===== src/rtl/mc_control_fsm.sv =====
// mc_control_fsm: multicycle MIPS-subset control FSM with mem/muldiv wait watchdogs and EXC state.
// Define MCU_PERF_CNT_EN to add cyc_cnt/ret_cnt performance counters.
module mc_control_fsm #(
  parameter int MEM_LAT_MAX = 15,
  parameter int MD_LAT_MAX  = 40,
  parameter int CNT_W       = 6
) (
  input  logic        clk,
  input  logic        reset,
  input  logic [31:0] instr,
  input  logic        alu_zero,
  input  logic        alu_ovf,
  input  logic        div_zero,
  input  logic        mem_ready,
  input  logic        md_done,
  output logic [3:0]  state,
  output logic        ir_write,
  output logic        pc_write,
  output logic        reg_write,
  output logic        epc_write,
  output logic        cause_write,
  output logic [2:0]  pc_src,
  output logic        mem_req,
  output logic        mem_we,
  output logic [1:0]  mem_size,
  output logic [3:0]  alu_op,
  output logic [1:0]  alu_src_b,
  output logic [1:0]  reg_dst,
  output logic [2:0]  wb_src,
  output logic        md_start,
  output logic        md_op,
  output logic [1:0]  cause
`ifdef MCU_PERF_CNT_EN
  ,
  output logic [31:0] cyc_cnt,
  output logic [31:0] ret_cnt
`endif
);
  typedef enum logic [3:0] {
    S_RESET, S_FETCH, S_DECODE, S_EXEC, S_MEM, S_WB, S_BRANCH, S_JUMP, S_MD_WAIT, S_EXC
  } state_t;
  state_t r_state, w_next;
  logic [CNT_W-1:0] r_cnt;
  logic [5:0] r_op, r_funct, w_op, w_fn;
  logic [1:0] r_cause, w_exc_cause;
  logic w_unused;
  assign w_unused = ^instr[25:6];
  // Dispatch uses the live IR in DECODE; later states use the copy latched there.
  assign w_op = (r_state == S_DECODE) ? instr[31:26] : r_op;
  assign w_fn = (r_state == S_DECODE) ? instr[5:0] : r_funct;
  logic w_r, w_add, w_sub, w_and, w_slt, w_sll, w_sra, w_jr, w_mfhi, w_mflo, w_mult, w_div;
  logic w_addi, w_lui, w_lw, w_lb, w_sw, w_sb, w_beq, w_bne, w_j, w_jal;
  logic w_alur, w_ld, w_st, w_md, w_exe, w_mem_to, w_md_to;
  assign w_r    = w_op == 6'h00;
  assign w_add  = w_r && w_fn == 6'h20;
  assign w_sub  = w_r && w_fn == 6'h22;
  assign w_and  = w_r && w_fn == 6'h24;
  assign w_slt  = w_r && w_fn == 6'h2a;
  assign w_sll  = w_r && w_fn == 6'h00;
  assign w_sra  = w_r && w_fn == 6'h03;
  assign w_jr   = w_r && w_fn == 6'h08;
  assign w_mfhi = w_r && w_fn == 6'h10;
  assign w_mflo = w_r && w_fn == 6'h12;
  assign w_mult = w_r && w_fn == 6'h18;
  assign w_div  = w_r && w_fn == 6'h1a;
  assign w_addi = w_op == 6'h08;
  assign w_lui  = w_op == 6'h0f;
  assign w_lw   = w_op == 6'h23;
  assign w_lb   = w_op == 6'h20;
  assign w_sw   = w_op == 6'h2b;
  assign w_sb   = w_op == 6'h28;
  assign w_beq  = w_op == 6'h04;
  assign w_bne  = w_op == 6'h05;
  assign w_j    = w_op == 6'h02;
  assign w_jal  = w_op == 6'h03;
  assign w_alur = w_add | w_sub | w_and | w_slt | w_sll | w_sra;
  assign w_ld   = w_lw | w_lb;
  assign w_st   = w_sw | w_sb;
  assign w_md   = w_mult | w_div;
  assign w_exe  = w_alur | w_addi | w_lui | w_md | w_ld | w_st;
  assign w_mem_to = r_cnt == CNT_W'(MEM_LAT_MAX - 1);
  assign w_md_to  = r_cnt == CNT_W'(MD_LAT_MAX - 1);
  assign state = r_state;
  assign cause = r_cause;
  always_ff @(posedge clk) begin
    if (reset) begin
      r_state <= S_RESET;
      r_cnt   <= '0;
      r_op    <= '0;
      r_funct <= '0;
      r_cause <= '0;
    end else begin
      r_state <= w_next;
      r_cnt   <= (w_next != r_state) ? '0 : r_cnt + 1'b1;
      if (r_state == S_DECODE) begin
        r_op    <= instr[31:26];
        r_funct <= instr[5:0];
      end
      if (w_next == S_EXC) r_cause <= w_exc_cause;
    end
  end
  always_comb begin
    w_next = r_state;
    w_exc_cause = 2'b00;
    ir_write = 1'b0;
    pc_write = 1'b0;
    reg_write = 1'b0;
    epc_write = 1'b0;
    cause_write = 1'b0;
    pc_src = 3'b000;
    mem_req = 1'b0;
    mem_we = 1'b0;
    mem_size = 2'b00;
    alu_op = 4'b0000;
    alu_src_b = 2'b00;
    reg_dst = 2'b00;
    wb_src = 3'b000;
    md_start = 1'b0;
    md_op = 1'b0;
    case (r_state)
      S_RESET: w_next = S_FETCH;
      S_FETCH: begin
        mem_req = 1'b1;
        mem_size = 2'b10;
        if (mem_ready) begin
          ir_write = 1'b1;
          pc_write = 1'b1;
          alu_op = 4'b0010;
          alu_src_b = 2'b01;
          w_next = S_DECODE;
        end else if (w_mem_to) begin
          w_next = S_EXC;
          w_exc_cause = 2'b11;
        end
      end
      S_DECODE: begin
        alu_op = 4'b0010;
        alu_src_b = 2'b11;
        w_next = w_exe ? S_EXEC : (w_mfhi | w_mflo) ? S_WB : (w_beq | w_bne) ? S_BRANCH :
                 (w_j | w_jal | w_jr) ? S_JUMP : S_EXC;
        w_exc_cause = 2'b01;
      end
      S_EXEC: begin
        alu_op = w_sub ? 4'b0110 : w_and ? 4'b0001 : w_slt ? 4'b0111 : w_sll ? 4'b0100 :
                 w_sra ? 4'b0101 : w_lui ? 4'b1000 : 4'b0010;
        alu_src_b = w_r ? 2'b00 : 2'b10;
        md_op = w_div;
        md_start = w_md && !(w_div && div_zero);
        w_next = ((w_add | w_sub | w_addi) && alu_ovf) || (w_div && div_zero) ? S_EXC :
                 w_md ? S_MD_WAIT : (w_ld | w_st) ? S_MEM : S_WB;
        w_exc_cause = w_div ? 2'b10 : 2'b00;
      end
      S_MEM: begin
        mem_req = 1'b1;
        mem_we = w_st;
        mem_size = (w_lb | w_sb) ? 2'b00 : 2'b10;
        w_next = mem_ready ? (w_ld ? S_WB : S_FETCH) : w_mem_to ? S_EXC : S_MEM;
        w_exc_cause = 2'b11;
      end
      S_WB: begin
        reg_write = 1'b1;
        reg_dst = (w_alur | w_mfhi | w_mflo) ? 2'b01 : 2'b00;
        wb_src = w_ld ? 3'b001 : w_mfhi ? 3'b011 : w_mflo ? 3'b100 : 3'b000;
        w_next = S_FETCH;
      end
      S_BRANCH: begin
        alu_op = 4'b0110;
        pc_write = w_beq ? alu_zero : !alu_zero;
        pc_src = 3'b001;
        w_next = S_FETCH;
      end
      S_JUMP: begin
        pc_write = 1'b1;
        pc_src = w_jr ? 3'b011 : 3'b010;
        reg_write = w_jal;
        reg_dst = w_jal ? 2'b10 : 2'b00;
        wb_src = w_jal ? 3'b010 : 3'b000;
        w_next = S_FETCH;
      end
      S_MD_WAIT: begin
        md_op = w_div;
        w_next = md_done ? S_FETCH : w_md_to ? S_EXC : S_MD_WAIT;
        w_exc_cause = 2'b11;
      end
      S_EXC: begin
        epc_write = 1'b1;
        cause_write = 1'b1;
        pc_write = 1'b1;
        pc_src = 3'b100;
        w_next = S_FETCH;
      end
      default: w_next = S_RESET;
    endcase
  end
`ifdef MCU_PERF_CNT_EN
  logic [31:0] r_cyc, r_ret;
  assign cyc_cnt = r_cyc;
  assign ret_cnt = r_ret;
  always_ff @(posedge clk) begin
    if (reset) begin
      r_cyc <= '0;
      r_ret <= '0;
    end else begin
      r_cyc <= r_cyc + 32'd1;
      if (w_next == S_FETCH && r_state != S_FETCH && r_state != S_EXC && r_state != S_RESET)
        r_ret <= r_ret + 32'd1;
    end
  end
`endif
endmodule


===== config.mk =====
export PLATFORM = sky130hd
export DESIGN_NAME = mc_control_fsm
export DESIGN_NICKNAME = d
export VERILOG_FILES = /design/src/rtl/mc_control_fsm.sv
export SDC_FILE = /design/constraint.sdc
export NUM_CORES = 1
export LEC_CHECK = 0
export CORE_MARGIN = 2
export CORE_UTILIZATION = 43
export CTS_CLUSTER_SIZE = 20
export DETAILED_ROUTE_END_ITERATION = 8
export GPL_TIMING_DRIVEN = 0
export PLACE_DENSITY = 0.73
export SETUP_SLACK_MARGIN = 0.2
export SYNTH_ARGS = -nofsm -noshare
export SYNTH_HDL_FRONTEND = slang
export SYNTH_SLANG_ARGS = --single-unit

===== constraint.sdc =====
create_clock -name clk -period 3.2 [get_ports clk]
set_input_delay 0.96 -clock clk [delete_from_list [all_inputs] [get_ports clk]]
set_output_delay 0.96 -clock clk [all_outputs]
set_load 0.005 [all_outputs]

==> flow_summary.yaml <==
logic_synthesis:
  synth_fp_nets: 366
  synth_seq_cells: 24
  synth_flop_cell: "dfxtp_1"
  syn_avg_cell_area_um2: 7.130
  synthCells: 325
  yosys.area_share.simple_pct: 40.23
  yosysWarningCount: 0
  synthDistinctLibCells: 69
  synth_seq_area_share_pct: 20.73
  syn_area_um2: 2317
  synth_top_family_by_area: "simple AND/OR/NAND/NOR gates"
  synth_xor_area_share_pct: 4.914
  ys_async_sr_fraction_pct: 0
  synth_edf_count: 0
  synth_compound_area_share_pct: 22.68
  synth_adder_area_share_pct: 1.080
  yosys-mux-area-fraction_pct: 3.240
clock_network:
  cts_buffers: 3
  clkLatencyLatePin_ns: 0.29
  cts_tree: "built"
  clock_path_buffers: 2
  clock-sinks: 24
  root_buffer: "clkbuf_8"
  h-tree-depth: 1
  path_clk_slew_ns: 0.11
critical_path:
  cpPeakStageDelay_ns: 0.48
  critPathCaptureType: "output pin"
  cp_max_fo: 10
  cp.arrival_ns: 2.55
  required_ns: 2.24
  slowest_stage: "or4b_4"
  start_kind: "flip-flop"
  crit_chain: "buf_6 > or4b_4 > buf_8 > buf_8 > buf_12 > a21oi_2 > nor3_2 > xnor2_1 > nor2_1 > o32ai_2 > buf_2"
  cp_common_cell: "buf_8"
  reg2regPathDepth: 11
  worst-setup-path-type: "reg2out"
power:
  comb_power_share_pct: 51.4
  swShare_pct: 38.44
  p_int_uw: 796.7
  power_density_nw_per_um2: 329.0
  clockPowerShare_pct: 22.9
  switching_power_uw: 497.5
  seqPwrFrac_pct: 25.7
  leakage_uw: 0.001555
  ir_drop_uv: 281.5
drt:
  drt_iter0_markers: 539
  wl_per_cell_um: 22.62
  via_count: 3363
  wl_um: 11240
  postRouteAntennaNets: 0
  drt_first_pass_iters: 6
  post_drt_via_cell_ratio: 6.767
  drc: 0
grt:
  busiest_layer: "met2"
  grt_pass1_vias: 3069
  antenna_found_initial: 0
  grt_use_met1_pct: 42.33
  track_usage_pct: 32.45
  grt_util_met2_pct: 50.52
  grt_overflow_total: 0
  grt_pass1_wl_um: 15550
  use_met3_pct: 6.744
  grt_max_degree: 15
sta:
  hold_viol: 0
  setup_violations: 16
  rsz0062_at_grt: "true"
  finalMaxSlewViolations: 0
  whs_ns: 0.4775
  slew_headroom_pct: 48.34
  worst_slack_ns: -0.3120
  skew_ns: 0.008602
  finalCritPeriodShare_pct: 109.7
  fmax_mhz: 284.7
  period_minus_slack_ns: 3.512
  worstMarginPinSlew_ns: 0.7750
  tns_ns: -2.718
floorplanning:
  core.rowCount: 26
  ios: 70
  die_w_um: 77.41
  dieArea_um2: 5992
  die_h_um: 77.41
  core-area_um2: 5140
  initial_core_util_pct: 45.08
finish:
  final_common_cell: "buf_4"
  syn2layout_area_growth_pct: 69.76
  drive_gt1_share_pct: 45.90
  register_area_um2: 484.2
  multi_input_area_um2: 2140
  final_nets: 469
  layout_common_cells: "buf_4 (42), nand2_1 (34), dfxtp_1 (21)"
  fillers: 356
  diodes: 0
run:
  maxCapViolCount: 0
placed_design:
  dpl.hpwl_um: 5745
  gp_congestion: 0.9776
  port-buffer-count: 43
status:
  outcome: "complete, but fails checks"
  violations: "setup timing"
hold_path:
  holdPathStages: 2
  hp-class: "reg2reg"
[path summary, 6_finish.rpt]
| path | from | endpoint | slack [ns] |
|---|---|---|---|
| max | state[1] | pc_write | -0.31 |
| min | cause[1] | cause[1] | 0.48 |
| max reg2reg | state[1] | r_cnt[1] | -0.03 |
| min reg2reg | cause[1] | cause[1] | 0.48 |
[state kept, by name, summed over array words and instances, names as in the netlist]
register,flops
cause,2
state,4
r_funct,6
r_op,6
r_cnt,6
[critical path, delay by kind of cell (launching register included)]
family          cells  cell delay, ns
simple gates        3            0.73
xor+xnor            1            0.14
buf+inv             5            0.74
compound gates      2            0.27
flops               1            0.37
[what timing repair did]
item                                    in CTS  in global routing
endpoints found under the setup margin      32                 30
gates resized for setup                    197                 52
cloned                                       1                  1
setup buffers                               32                 21
hold buffers                                 0                  0
pin swaps                                   31                 26
[cell usage after synthesis, types with 3 or more instances]
cell type | number | area [um2]
buf_1 | 5 | 18.77
buf_2 | 3 | 15.01
inv_1 | 9 | 33.78
dfxtp_1 | 24 | 480.5
nor3b_1 | 5 | 37.54
nor4_1 | 8 | 50.05
nor3_1 | 19 | 95.09
o21a_1 | 3 | 22.52
nor2_1 | 25 | 93.84
o211ai_1 | 4 | 30.03
xnor2_1 | 7 | 61.31
nor3_2 | 7 | 70.07
a311oi_1 | 4 | 35.03
o32ai_1 | 3 | 26.28
a211oi_1 | 3 | 22.52
nand2b_1 | 7 | 43.79
o21ai_0 | 6 | 30.03
nand3b_1 | 3 | 22.52
and3_1 | 9 | 56.30
a31oi_1 | 5 | 31.28
clkbuf_1 | 16 | 60.06
xor2_1 | 6 | 52.55
nand3_1 | 9 | 45.04
mux2i_1 | 5 | 50.05
nand2_1 | 38 | 142.6
or3b_2 | 3 | 26.28
nor2b_1 | 8 | 50.05
a21oi_1 | 27 | 135.1
or3_1 | 5 | 31.28
buf_4 | 3 | 22.52
[layer usage]
layer	vias to the layer above	wire, um	share of wire [%]
li1	1400	-	-
met1	1551	4102	36
met2	328	5030	45
met3	84	1439	13
met4	0	670	6.0
met5	-	0	0
[layout make-up]
cell class	count	share of cell area, %
multi-input cells	264	54.39
repair buffers	98	21.53
flip-flops and latches	24	12.31
plain buffers	28	6.775
well taps	70	2.226
clock buffers	3	1.050
inverters	9	0.9542
clock inverters	1	0.7634
[cells by family (layout without fill, tap and decap cells)]
family | Yosys count | count (layout)
AO/OA/AOI/OAI | 77 | 77
XOR/XNOR | 13 | 13
adder cells (fa/ha/maj) | 2 | 2
buffers and inverters | 37 | 139
flip-flops | 24 | 24
multiplexers | 7 | 7
other | 1 | 1
AND/OR/NAND/NOR | 164 | 164
[metrics by stage]
step           util (%)  total power, uW  instances  setup slack [ns]  cell area, um2
2_1_floorplan         -            591.6        325           0.09341            2369
3_3_place_gp      56.16            728.9        438            -1.231            2887
3_5_place_dp      56.16            728.4        438            -1.200            2887
4_1_cts           69.91             1155        475           -0.2215            3593
5_1_grt           76.53             1327        497           -0.4314            3934
6_report          76.53             1294        497           -0.3120            3934
[power groups by stage]
stage          logic (uW)  clock network, uW  registers (uW)
4_1_cts               537                288             330
2_1_floorplan         260                  0             332
3_3_place_gp          395                  0             334
6_report              665                297             332
5_1_grt               690                303             334
3_5_place_dp          394                  0             334
Note: power is estimated with default switching activity, not from simulation.
